File: src/rtl/hazard_pkg.sv
// Shared types for the pipeline hazard controller: forward selects, PC register tag, shadow stage tag.
// Types and constants only, so there is no latency and no backpressure.
package hazard_pkg;

   typedef enum logic [1:0] {
      FWD_RF = 2'b00,
      FWD_W  = 2'b01,
      FWD_M  = 2'b10
   } fwd_sel_e;

   localparam logic [3:0] REG_PC = 4'hF;

   typedef struct packed {
      logic [3:0] ra1;
      logic [3:0] ra2;
      logic [3:0] wa3;
      logic       reg_write;
      logic       mem_to_reg;
      logic       pc_src;
   } hz_tag_t;

   // The PC reads as PC+8 straight from the datapath, so it is never bypassed.
   function automatic fwd_sel_e fwd_sel(input logic [3:0] src, input hz_tag_t m, input hz_tag_t w);
      fwd_sel_e sel;
      sel = FWD_RF;
      if (src != REG_PC) begin
         if (m.reg_write && (m.wa3 == src))
            sel = FWD_M;
         else if (w.reg_write && (w.wa3 == src))
            sel = FWD_W;
      end
      return sel;
   endfunction

endpackage

File: src/rtl/hazard_tag_reg.sv
// One shadow pipeline stage: async reset, synchronous clear wins over hold.
// Latency: one clock. No backpressure; the hold input freezes the stage.
module hazard_tag_reg
   import hazard_pkg::*;
(
   input  logic    clk,
   input  logic    rst,
   input  logic    clr,
   input  logic    hold,
   input  hz_tag_t d,
   output hz_tag_t q
);

   hz_tag_t tag_d, tag_q;

   always_comb begin
      tag_d = tag_q;
      if (clr)
         tag_d = '0;
      else if (!hold)
         tag_d = d;
   end

   always_ff @(posedge clk or posedge rst) begin
      if (rst)
         tag_q <= '0;
      else
         tag_q <= tag_d;
   end

   assign q = tag_q;

endmodule

File: src/rtl/hazard_ctrl.sv
// Hazard controller: stall/flush/forward from decode fields and shadow E/M/W tags, plus a stall counter.
// Latency: controls are combinational; shadow tags and the counter update every clock. No backpressure.
module hazard_ctrl
   import hazard_pkg::*;
#(
   parameter int CNT_W = 32
)(
   input  logic             clk,
   input  logic             reset,
   input  logic [3:0]       RA1D,
   input  logic [3:0]       RA2D,
   input  logic [3:0]       WA3D,
   input  logic             RegWriteD,
   input  logic             MemtoRegD,
   input  logic             PCSrcD,
   input  logic             CondExE,
   input  logic             BranchTakenE,
   input  logic             ClrCount,
   output logic             StallF,
   output logic             StallD,
   output logic             FlushD,
   output logic             FlushE,
   output logic [1:0]       ForwardAE,
   output logic [1:0]       ForwardBE,
   output logic [CNT_W-1:0] StallCount
);

   hz_tag_t tag_d, tag_e, tag_m_in, tag_m, tag_w;
   logic    ldr_stall, pc_pend;
   logic [CNT_W-1:0] stall_cnt_d, stall_cnt_q;

   always_comb begin
      tag_d = '{ra1: RA1D, ra2: RA2D, wa3: WA3D,
                reg_write: RegWriteD, mem_to_reg: MemtoRegD, pc_src: PCSrcD};
      tag_m_in = tag_e;
      tag_m_in.reg_write = tag_e.reg_write & CondExE;
      tag_m_in.pc_src    = tag_e.pc_src & CondExE;
   end

   // A flush on the D->E register overrides the decode hold.
   hazard_tag_reg u_tag_e (
      .clk (clk), .rst (reset), .clr (FlushE), .hold (StallD & ~FlushE), .d (tag_d), .q (tag_e)
   );
   hazard_tag_reg u_tag_m (
      .clk (clk), .rst (reset), .clr (1'b0), .hold (1'b0), .d (tag_m_in), .q (tag_m)
   );
   hazard_tag_reg u_tag_w (
      .clk (clk), .rst (reset), .clr (1'b0), .hold (1'b0), .d (tag_m), .q (tag_w)
   );

   always_comb begin
      ldr_stall = tag_e.mem_to_reg & tag_e.reg_write &
                  ((RA1D == tag_e.wa3) | (RA2D == tag_e.wa3));
      pc_pend   = PCSrcD | tag_e.pc_src | tag_m.pc_src;
      StallF    = ldr_stall | pc_pend;
      StallD    = ldr_stall;
      FlushD    = pc_pend | tag_w.pc_src | BranchTakenE;
      FlushE    = ldr_stall | BranchTakenE;
      ForwardAE = fwd_sel(tag_e.ra1, tag_m, tag_w);
      ForwardBE = fwd_sel(tag_e.ra2, tag_m, tag_w);
   end

   always_comb begin
      stall_cnt_d = stall_cnt_q;
      if (ClrCount)
         stall_cnt_d = '0;
      else if (StallF && !(&stall_cnt_q))
         stall_cnt_d = stall_cnt_q + 1'b1;
   end

   always_ff @(posedge clk or posedge reset) begin
      if (reset)
         stall_cnt_q <= '0;
      else
         stall_cnt_q <= stall_cnt_d;
   end

   assign StallCount = stall_cnt_q;

endmodule
File: config.mk
export PLATFORM = sky130hd
export DESIGN_NAME = hazard_ctrl
export DESIGN_NICKNAME = d
export VERILOG_FILES = /design/src/rtl/hazard_pkg.sv /design/src/rtl/hazard_tag_reg.sv /design/src/rtl/hazard_ctrl.sv
export SDC_FILE = /design/constraint.sdc
export NUM_CORES = 1
export LEC_CHECK = 0
export CAP_MARGIN = 10
export CORE_ASPECT_RATIO = 2
export CORE_UTILIZATION = 55
export DETAILED_ROUTE_END_ITERATION = 7
export PLACE_DENSITY = 0.85
export SLEW_MARGIN = 40
export SYNTH_ARGS = -nofsm -noshare
export SYNTH_HDL_FRONTEND = slang
export SYNTH_SLANG_ARGS = --single-unit
File: constraint.sdc
create_clock -name clk -period 3.5 [get_ports clk]
set_input_delay 0.7 -clock clk [delete_from_list [all_inputs] [get_ports clk]]
set_output_delay 0.7 -clock clk [all_outputs]
set_load 0.05 [all_outputs]
==> results of run 1 <==
[cells by family after synthesis]
logic type	after synthesis	synth area share, %
AO/OA/AOI/OAI	53	12.67
XOR/XNOR	33	9.755
adder cells (fa/ha/maj)	1	0.4222
buffers and inverters	20	2.703
flip-flops	59	49.83
multiplexers	4	1.478
AND/OR/NAND/NOR	118	23.14
[area by class of cell]
| class | count | area, um2 | share of cell area [%] |
|---|---|---|---|
| clock buffers | 9 | 123.9 | 3.184 |
| clock inverters | 7 | 102.6 | 2.637 |
| inverters | 10 | 37.54 | 0.9649 |
| multi-input cells | 209 | 1406 | 36.15 |
| flip-flops and latches | 59 | 1476 | 37.95 |
| well taps | 58 | 72.57 | 1.866 |
| repair buffers | 66 | 670.6 | 17.24 |
[synth_stat cells, types with 3 or more instances]
master,instances
o211ai_1,6
nand4_1,11
or3_1,7
xnor2_1,14
nor3_1,9
nand2_1,13
and2_1,17
clkbuf_1,8
inv_1,10
nand3_1,13
and3_1,3
nor2_1,25
a21oi_1,15
mux2_2,3
dfrtp_1,59
o21ai_0,12
or4_1,9
xor2_1,19
o31ai_1,6
[worst max-delay path by stage]
stage | startpoint | slack [ns] | end | depth (start not counted)
floorplan | RA2D[2] | 0.17 | FlushE | 7
global placement | RA1D[0] | 0.55 | StallF | 8
detailed placement | RA1D[0] | 0.44 | StallF | 8
CTS | u_tag_m.q[6] | 0.38 | ForwardBE[1] | 5
global route | u_tag_e.q[9] | 0.32 | ForwardBE[1] | 5
finish | RA1D[0] | 0.38 | StallF | 8
[power groups by stage]
stage	sequential (mW)	clock, mW	combinational (mW)
2_1_floorplan	0.744	0	0.0792
3_3_place_gp	0.734	0	0.149
3_5_place_dp	0.736	0	0.153
4_1_cts	0.724	0.700	0.154
5_1_grt	0.725	0.730	0.166
6_report	0.724	0.692	0.152
[state kept, by name, indices dropped and copies added (netlist names)]
signal      flops
StallCount     32
u_tag_e.q      15
u_tag_m.q       6
u_tag_w.q       6
[per-layer routing]
| metal | vias to the layer above | global-route usage, % | share of wire, % |
|---|---|---|---|
| li1 | 1173 | - | - |
| met1 | 1208 | 29.55 | 38 |
| met2 | 78 | 44.71 | 55 |
| met3 | 19 | 5.483 | 3.9 |
| met4 | 0 | 15.79 | 3.3 |
| met5 | - | 0 | 0 |
==> results_dict.tcl, run 1 <==
set metrics [dict create \
    status "completed" \
    die_height_um 105.8 \
    slowest_stage "clkdlybuf4s50_1" \
    max-slew-margin-rel_pct 48.31 \
    p_seq_share_pct 46.2 \
    p_int_mw 1.173 \
    dp.cells 402 \
    die-area_mm2 0.005702 \
    final_common_cell "dfrtp_1" \
    fin_setup_tns_ns 0 \
    synth_edf_count 0 \
    p_sw_mw 0.3944 \
    routedWlPerCell_um 15.81 \
    hold_buffers 0 \
    cap_viol_max_count 0 \
    grt_max_degree 24 \
    gp_congestion 0.8529 \
    ys_seq_area_share_pct 49.83 \
    holdWs_ns 0.3877 \
    critPathTopFamily "buffers and inverters" \
    power.leakage_nw 1.596 \
    synth_area_leader_cell "dfrtp_1" \
    synth_cells 288 \
    synth_area_leaders "dfrtp_1 (50%), xor2_1 (5.6%), xnor2_1 (4.1%), and2_1 (3.6%), nor2_1 (3.2%)" \
    rrSetupSlack_ns 0.83 \
    drive_above_1_share_pct 11.67 \
    drt-initial-drc-count 89 \
    routed-via-count 2478 \
    arrival_ns 2.42 \
    syn2layout_area_growth_pct 31.29 \
    crit_chain "clkdlybuf4s50_1 > xnor2_1 > nand4_1 > a21oi_1 > buf_4 > nor2_1 > inv_1 > buf_12" \
    path_clk_slew_ns 0.07 \
    dp_hpwl_mm 4.780 \
    worst_slew_pin_slew_ns 0.7729 \
    clkSinkCount 59 \
    worstHoldPathCells 0 \
    num_rows 37 \
    hp-class "flip-flop to flip-flop" \
    ys_types 41 \
    diodes 0 \
    worst_setup_path_start_kind "input pin" \
    htreeDepth 3 \
    grt_pass1_vias 2431 \
    design.core.area_mm2 0.005185 \
    clock_tree.root_cell "clkbuf_8" \
    ant_nets 0 \
    avgSynthCellArea_um2 10.29 \
    grt_overflow 0 \
    synth_top_flop_cell "dfrtp_1" \
    synth_top_area_share_pct 49.83 \
    dp_slack_ns 0.4356 \
    setup_viol 0 \
    p_total_mw 1.568 \
    rsz0062_at_grt "false" \
    routed_wl_mm 6.609 \
    drv_slew 0 \
    viasPerCell 5.928 \
    syn_nets 309 \
    r2r_cells 7 \
    ys_ff_latch 59 \
    portBuffers 59 \
    timing.final.crit_share_pct 89.04 \
    ys_warn_count 0 \
    p_clk_share_pct 44.1 \
    path_class "input pin to output port" \
    worst_path_largest_cell_delay_ns 0.49 \
    final_area_mm2 0.003890 \
    end_kind "output port" \
    fmax_mhz 320.9 \
    async_flop_share_pct 100.0 \
    crit_buf_inv 4 \
    power_density_mw_per_mm2 403.0 \
    fin_crit_ns 3.116 \
    cts_resized 0 \
    grt_use_total_pct 26.83 \
    placed_area_mm2 0.003664 \
    die_width_um 53.90 \
    skew_ns 0.005831 \
    pwr-share-comb_pct 9.7 \
    start_util_pct 57.14 \
    io_pins 60 \
    hold_path_end "u_tag_w.q[0]" \
    grt_pass1_wl_mm 10.99 \
    crit_fanout 15 \
    netSwitchingFraction_pct 25.16 \
    clk_path_buf_depth 2 \
    hold_path_startpoint "u_tag_m.q[0]" \
    postCtsSetupRepairBufs 0 \
    nets 376 \
    r2r-start "StallCount[0]" \
    clock_latency_ns 0.34 \
    worstPathRequired_ns 2.80 \
    n_fill_cell 378 \
    drc 0 \
    finalWorstSetupSlack_ns 0.3835 \
    fin_util_pct 75.02 \
    antenna_found_initial 0 \
    hold_violations 0 \
    final_cell_mix "dfrtp_1 (59), clkdlybuf4s50_1 (55), nor2_1 (25)" \
    cts-buffers-inserted 9 \
    drt-pass1-iter-count 4 \
    vdd_drop_max_mv 0.6180 \
    cts_tree "built" \
    layout.cells.non_filler 418 \
    timing.rr.end "StallCount[30]" \
    netlist_area_mm2 0.002963 \
]
(Power assumes the default switching activity.)
==> inputs of run 2 (changes only) <==
Settings changed: CORE_UTILIZATION 55 to 51, PLACE_DENSITY 0.85 to 0.79.
Clock period 3.5 ns to 3.4 ns, I/O delays scaled along.
==> results_dict.tcl, run 2 (synthesis results as in run 1) <==
set metrics [dict create \
    status "completed" \
    hold_violations 0 \
    power.leakage_nw 1.603 \
    worst_path_largest_cell_delay_ns 0.84 \
    holdWs_ns 0.3759 \
    postCtsSetupRepairBufs 0 \
    fin_setup_tns_ns 0 \
    gp_congestion 0.7871 \
    finalWorstSetupSlack_ns 0.4174 \
    fin_crit_ns 2.983 \
    final_area_mm2 0.003901 \
    routed_wl_mm 6.615 \
    worst_setup_path_start_kind "flip-flop" \
    pwr-share-comb_pct 9.8 \
    p_int_mw 1.218 \
    hp-class "flip-flop to flip-flop" \
    start_util_pct 53.72 \
    end_kind "output port" \
    die-area_mm2 0.006137 \
    dp_slack_ns 0.4093 \
    drive_above_1_share_pct 11.67 \
    placed_area_mm2 0.003686 \
    drc 0 \
    crit_buf_inv 1 \
    worstPathRequired_ns 2.72 \
    worst_slew_pin_slew_ns 0.6121 \
    p_sw_mw 0.3705 \
    die_height_um 109.8 \
    vdd_drop_max_mv 0.3966 \
    drt-initial-drc-count 122 \
    cts-buffers-inserted 9 \
    skew_ns 0.007335 \
    path_class "flip-flop to output port" \
    routedWlPerCell_um 15.75 \
    clock_latency_ns 0.34 \
    critPathTopFamily "buffers and inverters" \
    rsz0062_at_grt "false" \
    diodes 0 \
    drv_slew 0 \
    p_clk_share_pct 43.3 \
    hold_path_startpoint "u_tag_m.q[0]" \
    ant_nets 0 \
    grt_pass1_wl_mm 10.92 \
    grt_overflow 0 \
    design.core.area_mm2 0.005515 \
    crit_chain "xor2_1 > nor3_1 > nand3_1 > a41oi_1 > clkdlybuf4s50_1" \
    path_clk_slew_ns 0.06 \
    clkSinkCount 59 \
    dp.cells 405 \
    die_width_um 55.90 \
    dp_hpwl_mm 4.883 \
    netSwitchingFraction_pct 23.32 \
    portBuffers 59 \
    worstHoldPathCells 0 \
    timing.final.crit_share_pct 87.72 \
    num_rows 38 \
    grt_pass1_vias 2397 \
    final_cell_mix "dfrtp_1 (59), clkdlybuf4s50_1 (55), nor2_1 (25)" \
    r2r_cells 8 \
    power_density_mw_per_mm2 407.2 \
    clock_tree.root_cell "clkbuf_8" \
    final_common_cell "dfrtp_1" \
    max-slew-margin-rel_pct 59.01 \
    cap_viol_max_count 0 \
    antenna_found_initial 0 \
    routed-via-count 2520 \
    grt_use_total_pct 23.46 \
    r2r-start "StallCount[1]" \
    timing.rr.end "StallCount[5]" \
    fmax_mhz 335.3 \
    setup_viol 0 \
    viasPerCell 6.000 \
    syn2layout_area_growth_pct 31.67 \
    nets 377 \
    clk_path_buf_depth 2 \
    arrival_ns 2.30 \
    io_pins 60 \
    htreeDepth 3 \
    cts_resized 0 \
    largest_reg_flops 32 \
    crit_fanout 3 \
    hold_path_end "u_tag_w.q[0]" \
    p_seq_share_pct 46.9 \
    grt_max_degree 35 \
    rrSetupSlack_ns 0.88 \
    hold_buffers 0 \
    layout.cells.non_filler 420 \
    drt-pass1-iter-count 5 \
    slowest_stage "clkdlybuf4s50_1" \
    cts_tree "built" \
]
run 2: cell types whose count changed in the layout (fill, tap and decap cells not counted), sizes merged:
cell / previous run / this run
clkinv: 4 / 2
buf: 11 / 12
clkbuf: 9 / 10
run 2: power groups by stage:
stage                     sequential [mW]  clock, mW  combinational [mW]
after floorplan                     0.766          0              0.0815
after global placement              0.757          0               0.154
after detailed placement            0.758          0               0.156
after CTS                           0.745      0.701               0.157
after global routing                0.747      0.733               0.170
final                               0.745      0.688               0.155
run 2: layout make-up:
class / instances / area [um2]
clock inverter: 5 / 77.57
sequential: 59 / 1476
tap: 60 / 75.07
timing repair buffer: 67 / 690.7
multi-input combinational: 209 / 1406
fill: 410 / 1614
inverter: 10 / 37.54
clock buffer: 10 / 137.6
run 2: per-layer routing:
layer  GRT usage, %  up-vias  routed length, um
li1               -     1178                  -
met1          23.55     1253               2446
met2          44.49       69               3706
met3          4.824       20                234
met4          12.89        0                227
met5              0        -                  0
run 2: metrics by stage:
step	power (mW)	util (%)
final	1.589	70.74
after global routing	1.650	70.74
after CTS	1.603	70.74
after detailed placement	0.9144	66.83
after global placement	0.9106	66.83
after floorplan	0.8473	-
run 2: worst max path at each step:
| stage | startpoint | cells past startpoint | to |
|---|---|---|---|
| after floorplan | RA2D[2] | 7 | FlushE |
| after global placement | RA1D[0] | 8 | StallF |
| after detailed placement | RA1D[3] | 9 | StallCount[5] |
| after CTS | u_tag_m.q[6] | 5 | ForwardBE[1] |
| after global routing | u_tag_e.q[9] | 5 | ForwardBE[1] |
| final | u_tag_m.q[6] | 5 | ForwardBE[1] |
run 2: worst register-to-register path, delay by kind of cell, from the launching register on:
kind	cells	cell delay, ns
AOI/OAI and AO/OA	1	0.32
adders and majority gates	1	0.19
buffers and inverters	1	0.29
DFF	1	0.42
muxes	1	0.29
and+or+nand+nor	4	0.88
==> inputs of run 3 (changes only) <==
Settings changed: REMOVE_ABC_BUFFERS from default to 1.
==> results_dict.tcl, run 3 (synthesis results as in run 1) <==
set metrics [dict create \
    status "completed" \
    grt_max_degree 23 \
    cts_resized 0 \
    drt-initial-drc-count 113 \
    viasPerCell 5.825 \
    grt_pass1_vias 2588 \
    die-area_mm2 0.006137 \
    antenna_found_initial 0 \
    die_width_um 55.90 \
    clock_latency_ns 0.35 \
    drt-pass1-iter-count 4 \
    drive_above_1_share_pct 12.43 \
    ant_nets 0 \
    netSwitchingFraction_pct 25.25 \
    placed_area_mm2 0.003697 \
    largest_reg_flops 32 \
    worstHoldPathCells 0 \
    final_area_mm2 0.003914 \
    postCtsSetupRepairBufs 0 \
    cts-buffers-inserted 9 \
    design.core.area_mm2 0.005515 \
    final_cell_mix "dfrtp_1 (59), clkdlybuf4s50_1 (55), nor2_1 (25)" \
    crit_fanout 16 \
    dp.cells 406 \
    routedWlPerCell_um 16.08 \
    syn2layout_area_growth_pct 32.09 \
    arrival_ns 2.42 \
    grt_overflow 0 \
    power_density_mw_per_mm2 410.3 \
    finalWorstSetupSlack_ns 0.2985 \
    p_int_mw 1.201 \
    fmax_mhz 322.4 \
    p_seq_share_pct 46.4 \
    p_clk_share_pct 43.8 \
    worst_setup_path_start_kind "input pin" \
    layout.cells.non_filler 422 \
    timing.final.crit_share_pct 91.22 \
    portBuffers 59 \
    fin_crit_ns 3.101 \
    vdd_drop_max_mv 0.5237 \
    htreeDepth 3 \
    crit_chain "clkdlybuf4s50_1 > xnor2_1 > nand4_1 > a21oi_1 > nor2_1 > inv_1 > buf_12" \
    p_sw_mw 0.4054 \
    dp_slack_ns 0.2830 \
    r2r_cells 6 \
    worst_slew_pin_slew_ns 0.7448 \
    rsz0062_at_grt "false" \
    io_pins 60 \
    cap_viol_max_count 0 \
    nets 378 \
    pwr-share-comb_pct 9.8 \
    final_common_cell "dfrtp_1" \
    diodes 0 \
    routed-via-count 2458 \
    grt_pass1_wl_mm 11.56 \
    start_util_pct 53.72 \
    cts_tree "built" \
    num_rows 38 \
    drv_slew 0 \
    gp_congestion 0.7960 \
    die_height_um 109.8 \
    worstPathRequired_ns 2.72 \
    clk_path_buf_depth 2 \
    max-slew-margin-rel_pct 50.13 \
    drc 0 \
    clkSinkCount 59 \
    skew_ns 0.005452 \
    hold_violations 0 \
    routed_wl_mm 6.785 \
    power.leakage_nw 1.601 \
    fin_util_pct 70.96 \
    path_class "input pin to output port" \
    setup_viol 0 \
    hold_buffers 0 \
    clock_tree.root_cell "clkbuf_8" \
    dp_hpwl_mm 5.042 \
    worst_path_largest_cell_delay_ns 0.56 \
    end_kind "output port" \
    hp-class "flip-flop to flip-flop" \
    slowest_stage "nor2_1" \
    grt_use_total_pct 24.39 \
    path_clk_slew_ns 0.07 \
]
## run 3: cell count changes in the layout (fill, tap and decap cells not counted)
cell,before,now
clkinvlp_4,1,3
clkbuf_8,10,9
o21ai_1,2,1
o21ai_2,1,2
buf_4,8,9
## run 3: path summary, 6_finish.rpt
kind / startpoint / endpoint / slack, ns
setup / recovery: RA2D[3] / FlushE / 0.30
hold / removal: u_tag_m.q[0] / u_tag_w.q[0] / 0.40
setup reg to reg: StallCount[0] / StallCount[31] / 1.02
hold reg to reg: u_tag_m.q[0] / u_tag_w.q[0] / 0.40
max in group asynchronous: reset / u_tag_m.q[2] / 2.16
min in group asynchronous: reset / u_tag_w.q[2] / 0.63
## run 3: power by group through the flow
stage	Sequential, mW	Combinational (mW)	Clock (mW)
final	0.745	0.158	0.703
after detailed placement	0.757	0.159	0
after floorplan	0.766	0.0734	0
after global placement	0.756	0.156	0
after CTS	0.744	0.160	0.707
after global routing	0.747	0.171	0.745
## run 3: worst max-delay path, delay by kind of cell
kind                   cells  cell delay (ns)
buffers and inverters      3             0.82
AND/OR/NAND/NOR            2             0.65
XOR/XNOR                   1             0.15
AO/OA/AOI/OAI              1             0.12
## run 3: final cells by class
type / instances / area [um2]
timing repair buffer: 68 / 698.2
clock buffer: 9 / 123.9
tap: 60 / 75.07
clock inverter: 7 / 92.59
multi-input combinational: 209 / 1410
sequential: 59 / 1476
fill: 426 / 1602
inverter: 10 / 37.54
## run 3: through the flow
| step | TNS, ns | power [mW] | hold slack (ns) |
|---|---|---|---|
| 2_1_floorplan | -6.209 | 0.8392 | 0.3461 |
| 6_report | 0 | 1.606 | 0.3966 |
| 5_1_grt | 0 | 1.663 | 0.4045 |
| 3_5_place_dp | 0 | 0.9161 | 0.3575 |
| 3_3_place_gp | 0 | 0.9121 | 0.3554 |
| 4_1_cts | 0 | 1.611 | 0.3893 |
## run 3: per-layer routing
metal | GRT usage (%) | routed length, um | share of wire [%] | vias to the layer above
li1 | - | - | - | 1165
met1 | 25.23 | 2504 | 37 | 1201
met2 | 43.98 | 3770 | 56 | 72
met3 | 5.529 | 271 | 4.0 | 20
met4 | 15.51 | 238 | 3.5 | 0
met5 | 0 | 0 | 0 | -
